--- src/rtl/vend_input.sv ---
// vend_input: debounced button front-end tracking product selection and coin credit
module vend_input #(
    parameter int DEB_MS    = 20,
    parameter int COIN0_VAL = 1,
    parameter int COIN1_VAL = 2,
    parameter int COIN2_VAL = 5
) (
    input  logic       clk_1ms,
    input  logic       rst,
    input  logic [4:0] btn_prod,
    input  logic [2:0] btn_coin,
    input  logic       btn_cancel,
    input  logic       accept_sel,
    input  logic       accept_coin,
    input  logic       money_clr,
    output logic [3:0] CurrProd,
    output logic [3:0] money,
    output logic       prod_pulse,
    output logic       coin_pulse,
    output logic       coin_reject,
    output logic       cancel_pulse
);
    localparam int CW = $clog2(DEB_MS);

    logic [8:0]    w_raw, w_press, r_s1, r_s2, r_db, r_db_d;
    logic [CW-1:0] r_cnt [9];
    logic [4:0]    w_pp;
    logic [2:0]    w_cp, w_pidx;
    logic [1:0]    w_cidx;
    logic [4:0]    w_val, w_base, w_sum;
    logic          w_cok, w_multi;
    logic [3:0]    r_prod, r_money;
    logic          r_prod_pulse, r_coin_pulse, r_coin_reject, r_cancel_pulse;

    assign w_raw   = {btn_cancel, btn_coin, btn_prod};
    assign w_press = r_db & ~r_db_d;
    assign w_pp    = w_press[4:0];
    assign w_cp    = w_press[7:5];

    always_ff @(posedge clk_1ms) begin
        if (rst) begin
            r_s1   <= '0;
            r_s2   <= '0;
            r_db   <= '0;
            r_db_d <= '0;
            for (int i = 0; i < 9; i++) r_cnt[i] <= '0;
        end else begin
            r_s1   <= w_raw;
            r_s2   <= r_s1;
            r_db_d <= r_db;
            for (int i = 0; i < 9; i++) begin
                if (r_s2[i] == r_db[i]) r_cnt[i] <= '0;
                else if (r_cnt[i] == CW'(DEB_MS - 1)) begin
                    r_db[i]  <= r_s2[i];
                    r_cnt[i] <= '0;
                end else r_cnt[i] <= r_cnt[i] + 1'b1;
            end
        end
    end

    // Lowest index wins among simultaneous presses
    always_comb begin
        w_pidx = 3'd0;
        w_cidx = 2'd0;
        for (int i = 4; i >= 0; i--) if (w_pp[i]) w_pidx = 3'(i);
        for (int i = 2; i >= 0; i--) if (w_cp[i]) w_cidx = 2'(i);
    end

    // Clear is applied before the coin so credit from a coincident coin survives
    assign w_val   = w_cidx == 2'd0 ? 5'(COIN0_VAL) : w_cidx == 2'd1 ? 5'(COIN1_VAL) : 5'(COIN2_VAL);
    assign w_base  = money_clr ? 5'd0 : {1'b0, r_money};
    assign w_sum   = w_base + w_val;
    assign w_multi = (w_cp & (w_cp - 3'd1)) != 3'd0;
    assign w_cok   = |w_cp && accept_coin && w_sum <= 5'd15;

    always_ff @(posedge clk_1ms) begin
        if (rst) begin
            r_prod         <= 4'h0;
            r_money        <= 4'h0;
            r_prod_pulse   <= 1'b0;
            r_coin_pulse   <= 1'b0;
            r_coin_reject  <= 1'b0;
            r_cancel_pulse <= 1'b0;
        end else begin
            r_prod         <= (accept_sel && |w_pp) ? 4'(4'hA + {1'b0, w_pidx}) : money_clr ? 4'h0 : r_prod;
            r_money        <= w_cok ? w_sum[3:0] : w_base[3:0];
            r_prod_pulse   <= accept_sel && |w_pp;
            r_coin_pulse   <= w_cok;
            r_coin_reject  <= |w_cp && (!w_cok || w_multi);
            r_cancel_pulse <= w_press[8];
        end
    end

    assign CurrProd     = r_prod;
    assign money        = r_money;
    assign prod_pulse   = r_prod_pulse;
    assign coin_pulse   = r_coin_pulse;
    assign coin_reject  = r_coin_reject;
    assign cancel_pulse = r_cancel_pulse;
endmodule
--- config.mk ---
export PLATFORM = sky130hd
export DESIGN_NAME = vend_input
export DESIGN_NICKNAME = d
export VERILOG_FILES = /design/src/rtl/vend_input.sv
export SDC_FILE = /design/constraint.sdc
export NUM_CORES = 1
export LEC_CHECK = 0
export CAP_MARGIN = 15
export CORE_ASPECT_RATIO = 1.75
export CORE_MARGIN = 4
export CORE_UTILIZATION = 33
export DETAILED_ROUTE_END_ITERATION = 6
export PLACE_DENSITY = 0.59
export SLEW_MARGIN = 10
export SYNTH_ARGS = -nofsm -noshare
export SYNTH_HDL_FRONTEND = slang
export SYNTH_SLANG_ARGS = --single-unit
--- constraint.sdc ---
create_clock -name clk_1ms -period 2.2 [get_ports clk_1ms]
set_clock_uncertainty 0.05 [all_clocks]
set_input_delay 0.22 -clock clk_1ms [delete_from_list [all_inputs] [get_ports clk_1ms]]
set_output_delay 0.22 -clock clk_1ms [all_outputs]
set_load 0.005 [all_outputs]
==> metrics, run 1 <==
status finished clean; Congestion Overflow GR 0; Hold Buf Count CTS 0; Pleak 1.91 nW; share of flip-flops with an asynchronous set or reset 0%; I/O Pins 26; port bufs 25; Worst-path clk slew 60 ps; initial antenna violation count 0; Core Util, Final 41.7%; Setup Viol. Count Final 0; nets@finish 462; worst path cell trace nand2b_1, nor2b_2, inv_1, ha_1, fa_2, a21oi_2, o21a_4, a21oi_1, a311oi_1; CTS tree done; Vias 2495; total wire length 6040 um; max frequency 500 MHz; Crit. End Element register; Worst Path Required 2400 ps; first-pass GRT wire length 10600 um; clock sink count 93; Post-route DRC 0; H-tree levels 3; HP Class register to register; share of cells above drive strength 1 9.57%; core area 12000 um2; Syn Inst Count 352; largest net degree at the start of global routing 44; Clk Tree Root Cell clkbuf_16; Worst Path Arrival 2200 ps; dominant cell by count in the synthesized netlist nor2_1; Pins Over Slew Limit 0; RSZ-0062 raised after global routing false; critical path's largest stage delay 360 ps; die height 154 um; Starting Density 33.6%; Crit Path Class register to register; post-synthesis sequential area ratio 57.4%; Hold Violations, Final 0; Final ANT Viol Nets 0; post-route cell area 5010 um2; Total GRT Usage 9.41%; Synth Warn # 0; worst skew pair latency 340 ps; Slew @ Worst Pin 719 ps; CTS max path bufs 2; WL/cell 10.0 um; DP HPWL 4460 um; DP Area 4680 um2; Fillers 1142; Slowest cell on crit path fa_2; Cell Pwr Density 733 nW/um2; max-capacitance violation count 0; Avg Cell Area, Syn 11.4 um2; DRT iter0 DRCs 90; post-synth top area share 33.5%; Main synth FF type dfxtp_1; Rows 53; Crit Path Max Fanout 6; cell taking the most area after synthesis edfxtp_1; Peak VDD IR 0.000390 V; drt pass-1 iters 4; Post-synth EDFFs 45; Final min period 2000 ps; die area 14100 um2; main area contributors after synthesis edfxtp_1 (34%), dfxtp_1 (24%), nor2_1 (5.4%); count of cell types in the netlist 39; vias per cell 4.13; die width 91.5 um; area grow syn2layout 24.3%; CP Launch Type register; number of global-route vias before repair 2504; # diodes 0; total CTS buffers 9; Slew headroom 52.0%; Synth top cells by count nor2_1 (58), dfxtp_1 (48), edfxtp_1 (45); Seq cells post-synth 93; Final Wtd Congestion 0.724; crit share post-route 90.9%; cell area after synthesis 4030 um2
==> layout make-up <==
type | count | area (um2) | share of cell area, %
flip-flops and latches | 93 | 2310 | 46.2
multi-input cells | 286 | 1830 | 36.4
repair buffers | 33 | 305 | 6.09
clock buffers | 12 | 246 | 4.92
well taps | 165 | 206 | 4.12
clock inverters | 4 | 71.3 | 1.42
inverters | 11 | 41.3 | 0.824
==> repair_timing <==
action,in CTS,in global routing
setup endpoints to repair,0,4
resized for setup,0,6
setup buffers,0,0
==> metal layers <==
metal	up-vias	global-route usage [%]	part of all wire, %
li1	1319	-	-
met1	1140	10.5	44
met2	27	15.8	50
met3	9	2.34	3.3
met4	0	6.04	2.5
met5	-	0	0
==> placed cells by master (no fill, tap or decap), drive strengths merged, types with 2 or more instances in the layout <==
| cell type | n |
|---|---|
| xnor2 | 19 |
| nor2 | 58 |
| mux2 | 2 |
| mux2i | 11 |
| nor3b | 3 |
| o21ai | 5 |
| or3b | 2 |
| clkbuf | 12 |
| or3 | 9 |
| edfxtp | 45 |
| inv | 11 |
| conb | 45 |
| bufinv | 2 |
| nor2b | 34 |
| nand2b | 8 |
| clkdlybuf4s50 | 24 |
| and4bb | 2 |
| nor3 | 8 |
| buf | 9 |
| a21o | 2 |
| ha | 13 |
| nand2 | 9 |
| a21oi | 5 |
| nand3 | 21 |
| dfxtp | 48 |
| xor2 | 18 |
| o21a | 2 |
==> power breakdown <==
group,internal [mW],switching (mW)
Sequential,1.87,0.0356
Combinational,0.0767,0.0754
Clock,1.02,0.592
Total,2.97,0.703
==> critical path, delay by kind of cell (launching register included) <==
kind | cells | cell delay (ps)
AOI/OAI and AO/OA | 4 | 600
adders and majority gates | 2 | 590
buffers and inverters | 1 | 60
DFF | 1 | 340
and+or+nand+nor | 2 | 280
==> worst paths after layout <==
check,from,cells after the start,slack (ps),to
setup / recovery,r_db[5],9,200,money[2]
hold / removal,r_db_d[8],1,330,cancel_pulse
setup reg to reg,r_db[5],9,200,money[2]
hold reg to reg,r_db_d[8],1,330,cancel_pulse
==> registers in the layout, indices dropped and copies added, names as in the netlist <==
| name | flops |
|---|---|
| CurrProd | 4 |
| cancel_pulse | 1 |
| coin_pulse | 1 |
| coin_reject | 1 |
| money | 4 |
| prod_pulse | 1 |
| r_cnt | 45 |
| r_db | 9 |
| r_db_d | 9 |
| r_s1 | 9 |
| r_s2 | 9 |
==> stage by stage <==
step           setup TNS (ps)  std cells  hold slack (ps)  power [mW]  setup slack, ps
3_5_place_dp            -29.5        588              331        2.09            -29.5
2_1_floorplan               0        396              298        2.04             50.9
5_1_grt                     0        604              350        3.84             41.6
4_1_cts                     0        604              340        3.73             9.88
3_3_place_gp                0        588              324        2.09             10.9
6_report                    0        604              333        3.67              200
==> cell families (layout without fill, tap and decap cells) <==
group                    Yosys count  after routing  share of synthesized area [%]
XOR/XNOR                          37             37                           8.04
other                              1             45                         0.0930
multiplexers                      13             13                           3.48
AND/OR/NAND/NOR                  158            158                           21.2
buffers and inverters             17             60                           1.65
flip-flops                        93             93                           57.4
AO/OA/AOI/OAI                     19             19                           3.60
adder cells (fa/ha/maj)           14             14                           4.53
(Power assumes the default switching activity.)
==> inputs of run 2 (changes only) <==
--- a/config.mk
+++ b/config.mk
@@ -7,7 +7,7 @@
 export LEC_CHECK = 0
 export CAP_MARGIN = 15
 export CORE_ASPECT_RATIO = 1.75
-export CORE_MARGIN = 4
+export CORE_MARGIN = 1.5
 export CORE_UTILIZATION = 33
 export DETAILED_ROUTE_END_ITERATION = 6
 export PLACE_DENSITY = 0.59
@@ -15,3 +15,4 @@
 export SYNTH_ARGS = -nofsm -noshare
 export SYNTH_HDL_FRONTEND = slang
 export SYNTH_SLANG_ARGS = --single-unit
+export TNS_END_PERCENT = 10
==> metrics, run 2 (synthesized netlist as in run 1, its figures left out) <==
Final Wtd Congestion 0.705 (was 0.724); WL/cell 10.9 um (was 10.0 um); Congestion Overflow GR 0 (unchanged); CTS tree done (unchanged); Slew @ Worst Pin 744 ps (was 719 ps); Worst-path clk slew 70 ps (was 60 ps); Cells on Worst Hold Path 1 (unchanged); Total GRT Usage 11.0% (was 9.41%); total wire length 6260 um (was 6040 um); share of cells above drive strength 1 10.0% (was 9.57%); first-pass GRT wire length 11200 um (was 10600 um); Net Sw Frac 21.0% (was 19.2%); core area 11900 um2 (was 12000 um2); combinational share of power 4.4% (was 4.1%); Vias 2571 (was 2495); Worst Slack Setup Final 151 ps (was 200 ps); die height 149 um (was 154 um); Hold Buf Count CTS 0 (unchanged); I/O Pins 26 (unchanged); Rows 53 (unchanged); Post-route DRC 0 (unchanged); Cell Pwr Density 711 nW/um2 (was 733 nW/um2); area grow syn2layout 22.5% (was 24.3%); max reg flops 45 (unchanged); Hold Violations, Final 0 (unchanged); Final min period 2050 ps (was 2000 ps); commonest cells after routing, fill and taps aside nor2_1 (58), dfxtp_1 (47), edfxtp_1 (45), conb_1 (45), nor2b_1 (33) (unchanged); DP HPWL 4560 um (was 4460 um); RSZ-0062 raised after global routing false (unchanged); clock sink count 93 (unchanged); Clk Tree Root Cell clkbuf_16 (unchanged); nets@finish 461 (was 462); crit share post-route 93.2% (was 90.9%); Net Switching 0.737 mW (was 0.703 mW); vias per cell 4.47 (was 4.13); Placement Setup Slack -53.6 ps (was -29.5 ps); most common library cell in the layout ignoring fill and taps nor2_1 (unchanged); Pins Over Slew Limit 0 (unchanged); CTS max path bufs 2 (unchanged); M1 GR Usage 12.4% (was 10.5%); number of global-route vias before repair 2667 (was 2504); die width 86.5 um (was 91.5 um); max frequency 488 MHz (was 500 MHz); drt pass-1 iters 4 (unchanged); Pleak 1.90 nW (was 1.91 nW); # diodes 0 (unchanged); Setup Viol. Count Final 0 (unchanged); Inst Count DP 558 (was 588); status finished clean (unchanged); Crit Path Class register to register (unchanged); most used routing layer met2 (unchanged); DRT iter0 DRCs 87 (was 90); Crit. End Element register (unchanged); internal power 2.77 mW (was 2.97 mW); Peak VDD IR 0.000370 V (was 0.000390 V); initial antenna violation count 0 (unchanged); Starting Density 33.8% (was 33.6%); Final ANT Viol Nets 0 (unchanged); port bufs 25 (unchanged); Fillers 1199 (was 1142); fin cells 575 (was 604); largest net degree at the start of global routing 43 (was 44); die area 12900 um2 (was 14100 um2); Slew headroom 50.4% (was 52.0%); Reg2Reg Depth 9 (unchanged); Worst Path Arrival 2250 ps (was 2200 ps); max-capacitance violation count 0 (unchanged); Worst Path Required 2400 ps (about the same); M2 GR Usage 19.0% (was 15.8%); met3 Usage GRT 2.77% (was 2.34%); Hold Worst Slack 333 ps (about the same); HP Class register to register (unchanged); Top reg by flops r_cnt (unchanged); CP Launch Type register (unchanged); Crit Path Max Fanout 6 (unchanged); worst skew pair latency 340 ps (about the same); total CTS buffers 9 (unchanged); H-tree levels 3 (unchanged); Clock Power Share 41.4% (was 44.0%); Reg power frac 54.3% (was 51.9%)
[run 2: changes by cell type in the layout (fill, tap and decap cells not counted)]
cell       previous run  this run
buf_4                 8         7
bufinv_16             2         0
clkbuf_1              2         0
clkbuf_16             9        10
clkbuf_8              1         0
clkinv_1              1         0
clkinv_2              0         4
clkinv_4              0         1
[run 2: what timing repair did]
| item | CTS | global route |
|---|---|---|
| endpoints found under the hold margin | 0 | 0 |
| gates cloned | 0 | 0 |
| resized for setup | 1 | 5 |
| buffers inserted | 0 | 1 |
| setup endpoints to repair | 1 | 5 |
[run 2: stage by stage]
| stage | util, % | total power, mW | cell area [um2] | setup TNS, ps |
|---|---|---|---|---|
| 2_1_floorplan | - | 2.04 | 4200 | 0 |
| 3_3_place_gp | 38.8 | 2.09 | 4630 | 0 |
| 3_5_place_dp | 38.8 | 2.09 | 4630 | -70.2 |
| 4_1_cts | 41.2 | 3.57 | 4920 | 0 |
| 5_1_grt | 41.4 | 3.65 | 4940 | 0 |
| 6_report | 41.4 | 3.51 | 4940 | 0 |
[run 2: final timing paths]
kind | start | to | slack (ps)
setup / recovery | r_db[5] | money[2] | 150
hold / removal | r_db_d[8] | cancel_pulse | 330
setup reg to reg | r_db[5] | money[2] | 150
hold reg to reg | r_db_d[8] | cancel_pulse | 330
[run 2: layout make-up]
cell class / count / area (um2) / share of cell area (%)
inverters: 11 / 41.3 / 0.837
flip-flops and latches: 93 / 2310 / 46.9
well taps: 137 / 171 / 3.47
multi-input cells: 286 / 1830 / 37.0
clock inverters: 6 / 36.3 / 0.735
repair buffers: 32 / 298 / 6.03
clock buffers: 10 / 250 / 5.07
[run 2: critical path, cell delays in order, from the launching register on]
cell	delay, ps
dfxtp_1	340
nand2b_1	120
nor2b_2	170
inv_1	60
ha_1	220
fa_2	360
a21oi_2	170
o21a_4	170
a21oi_1	70
a311oi_1	240
[run 2: power groups by stage]
stage	logic (mW)	clock network [mW]	registers, mW
2_1_floorplan	0.106	0	1.93
3_3_place_gp	0.150	0	1.94
3_5_place_dp	0.152	0	1.94
4_1_cts	0.154	1.51	1.90
5_1_grt	0.177	1.56	1.91
6_report	0.153	1.45	1.90
[run 2: per-layer routing]
metal	part of all wire, %	routed length [um]
met1	44	2720
met2	52	3240
met3	2.8	177
met4	1.8	112
met5	0	0
==> inputs of run 3 (changes only) <==
--- a/config.mk
+++ b/config.mk
@@ -7,10 +7,10 @@
 export LEC_CHECK = 0
 export CAP_MARGIN = 15
 export CORE_ASPECT_RATIO = 1.75
-export CORE_MARGIN = 1.5
+export CORE_MARGIN = 2
 export CORE_UTILIZATION = 33
 export DETAILED_ROUTE_END_ITERATION = 6
-export PLACE_DENSITY = 0.59
+export PLACE_DENSITY = 0.58
 export SLEW_MARGIN = 10
 export SYNTH_ARGS = -nofsm -noshare
 export SYNTH_HDL_FRONTEND = slang
==> constraint.sdc (replaced) <==
create_clock -name clk_1ms -period 2 [get_ports clk_1ms]
set_clock_uncertainty 0.05 [all_clocks]
set_input_delay 0.2 -clock clk_1ms [delete_from_list [all_inputs] [get_ports clk_1ms]]
set_output_delay 0.2 -clock clk_1ms [all_outputs]
set_load 0.005 [all_outputs]
==> metrics, run 3 (synthesized netlist as in run 1, its figures left out) <==
initial antenna violation count 0 (unchanged); share of cells above drive strength 1 12.1% (was 10.0%); # diodes 0 (unchanged); H-tree levels 3 (unchanged); die height 150 um (was 149 um); Crit Path Max Fanout 6 (unchanged); Worst Path Arrival 2060 ps (was 2250 ps); port bufs 25 (unchanged); max frequency 536 MHz (was 488 MHz); Post-route DRC 0 (unchanged); total power 4.01 mW (was 3.51 mW); Peak VDD IR 0.000509 V (was 0.000370 V); Top reg by flops r_cnt (unchanged); commonest cells after routing, fill and taps aside nor2_1 (58), dfxtp_1 (46), edfxtp_1 (45), conb_1 (45), nor2b_1 (33) (was nor2_1 (58), dfxtp_1 (47), edfxtp_1 (45), conb_1 (45), nor2b_1 (33)); number of global-route vias before repair 2600 (was 2667); Worst Slack Setup Final 135 ps (was 151 ps); Final Wtd Congestion 0.718 (was 0.705); Core Util, Final 42.3% (was 41.4%); most common library cell in the layout ignoring fill and taps nor2_1 (unchanged); total wire length 6340 um (was 6260 um); Hold Buf Count CTS 0 (unchanged); total CTS buffers 9 (unchanged); max-capacitance violation count 0 (unchanged); die area 13100 um2 (was 12900 um2); Worst Path Required 2190 ps (was 2400 ps); CTS max path bufs 2 (unchanged); I/O Pins 26 (unchanged); largest net degree at the start of global routing 31 (was 43); Starting Density 33.8% (unchanged); Crit Path Class register to register (unchanged); first-pass GRT wire length 11200 um (about the same); Placement Setup Slack -145 ps (was -53.6 ps); DRT iter0 DRCs 103 (was 87); Final min period 1870 ps (was 2050 ps); max reg flops 45 (unchanged); Final ANT Viol Nets 0 (unchanged); Slew headroom 62.1% (was 50.4%); Crit. End Element register (unchanged); clock sink count 93 (unchanged); crit share post-route 93.3% (was 93.2%); RSZ-0062 raised after global routing false (unchanged); Clk Tree Root Cell clkbuf_16 (unchanged); Hold Worst Slack 294 ps (was 333 ps); Slew @ Worst Pin 569 ps (was 744 ps); Congestion Overflow GR 0 (unchanged); core area 11900 um2 (unchanged); Pins Over Slew Limit 0 (unchanged); area grow syn2layout 25.3% (was 22.5%); die width 87.5 um (was 86.5 um); drt pass-1 iters 4 (unchanged); Vias 2578 (was 2571); WL/cell 10.9 um (about the same); Worst-path clk slew 60 ps (was 70 ps); worst skew pair latency 330 ps (was 340 ps); Cell Pwr Density 794 nW/um2 (was 711 nW/um2); status finished clean (unchanged); Rows 53 (unchanged); HP Class primary input to register (was register to register); CP Launch Type register (unchanged); DP HPWL 4740 um (was 4560 um); Total GRT Usage 11.0% (about the same); nets@finish 469 (was 461); Hold Violations, Final 0 (unchanged); CTS tree done (unchanged); Setup Viol. Count Final 0 (unchanged); post-route cell area 5050 um2 (was 4940 um2); Pleak 1.96 nW (was 1.90 nW); vias per cell 4.42 (was 4.47); DP Area 4680 um2 (was 4630 um2)
[run 3: repair_timing]
action / in CTS / in global routing
buffers inserted: 2 / 2
setup endpoints to repair: 3 / 5
resized for setup: 5 / 4
pin swaps: 4 / 4
[run 3: layout make-up]
cell class	instances	area, um2
well taps	137	171
inverters	11	41.3
flip-flops and latches	93	2310
clock inverters	2	8.76
multi-input cells	286	1850
fillers	1178	6890
repair buffers	40	358
clock buffers	14	308
[run 3: final timing paths]
check	startpoint	to	slack, ps	depth (start not counted)
worst max-delay path	r_db_d[6]	money[2]	130	9
worst min-delay path	rst	r_db[1]	290	2
worst max register to register	r_db_d[6]	money[2]	130	9
worst min register to register	r_db_d[8]	cancel_pulse	340	1
[run 3: power breakdown]
part,switching (mW),internal (mW)
combinational,0.0853,0.0871
sequential,0.0399,2.05
clock,0.677,1.06
[run 3: worst max-delay path: stages, from the launching register on]
cell and delay (ps):
dfxtp_1 300, nand2b_4 150, nor2b_4 120, inv_2 40
ha_2 180, fa_2 350, a21oi_2 170, o21a_4 170
a21oi_1 70, a311oi_1 190
[run 3: through the flow]
step / cells / setup TNS, ps
3_3_place_gp: 563 / -192
3_5_place_dp: 563 / -461
2_1_floorplan: 396 / 0
6_report: 583 / 0
5_1_grt: 583 / 0
4_1_cts: 581 / 0
[run 3: per-layer routing]
metal / GRT usage (%) / up-vias / wire [um]
met1: 12.2 / 1211 / 2620
met3: 2.91 / 9 / 177
met4: 6.00 / 0 / 159
met2: 18.8 / 29 / 3390
met5: 0 / - / 0
li1: - / 1329 / -
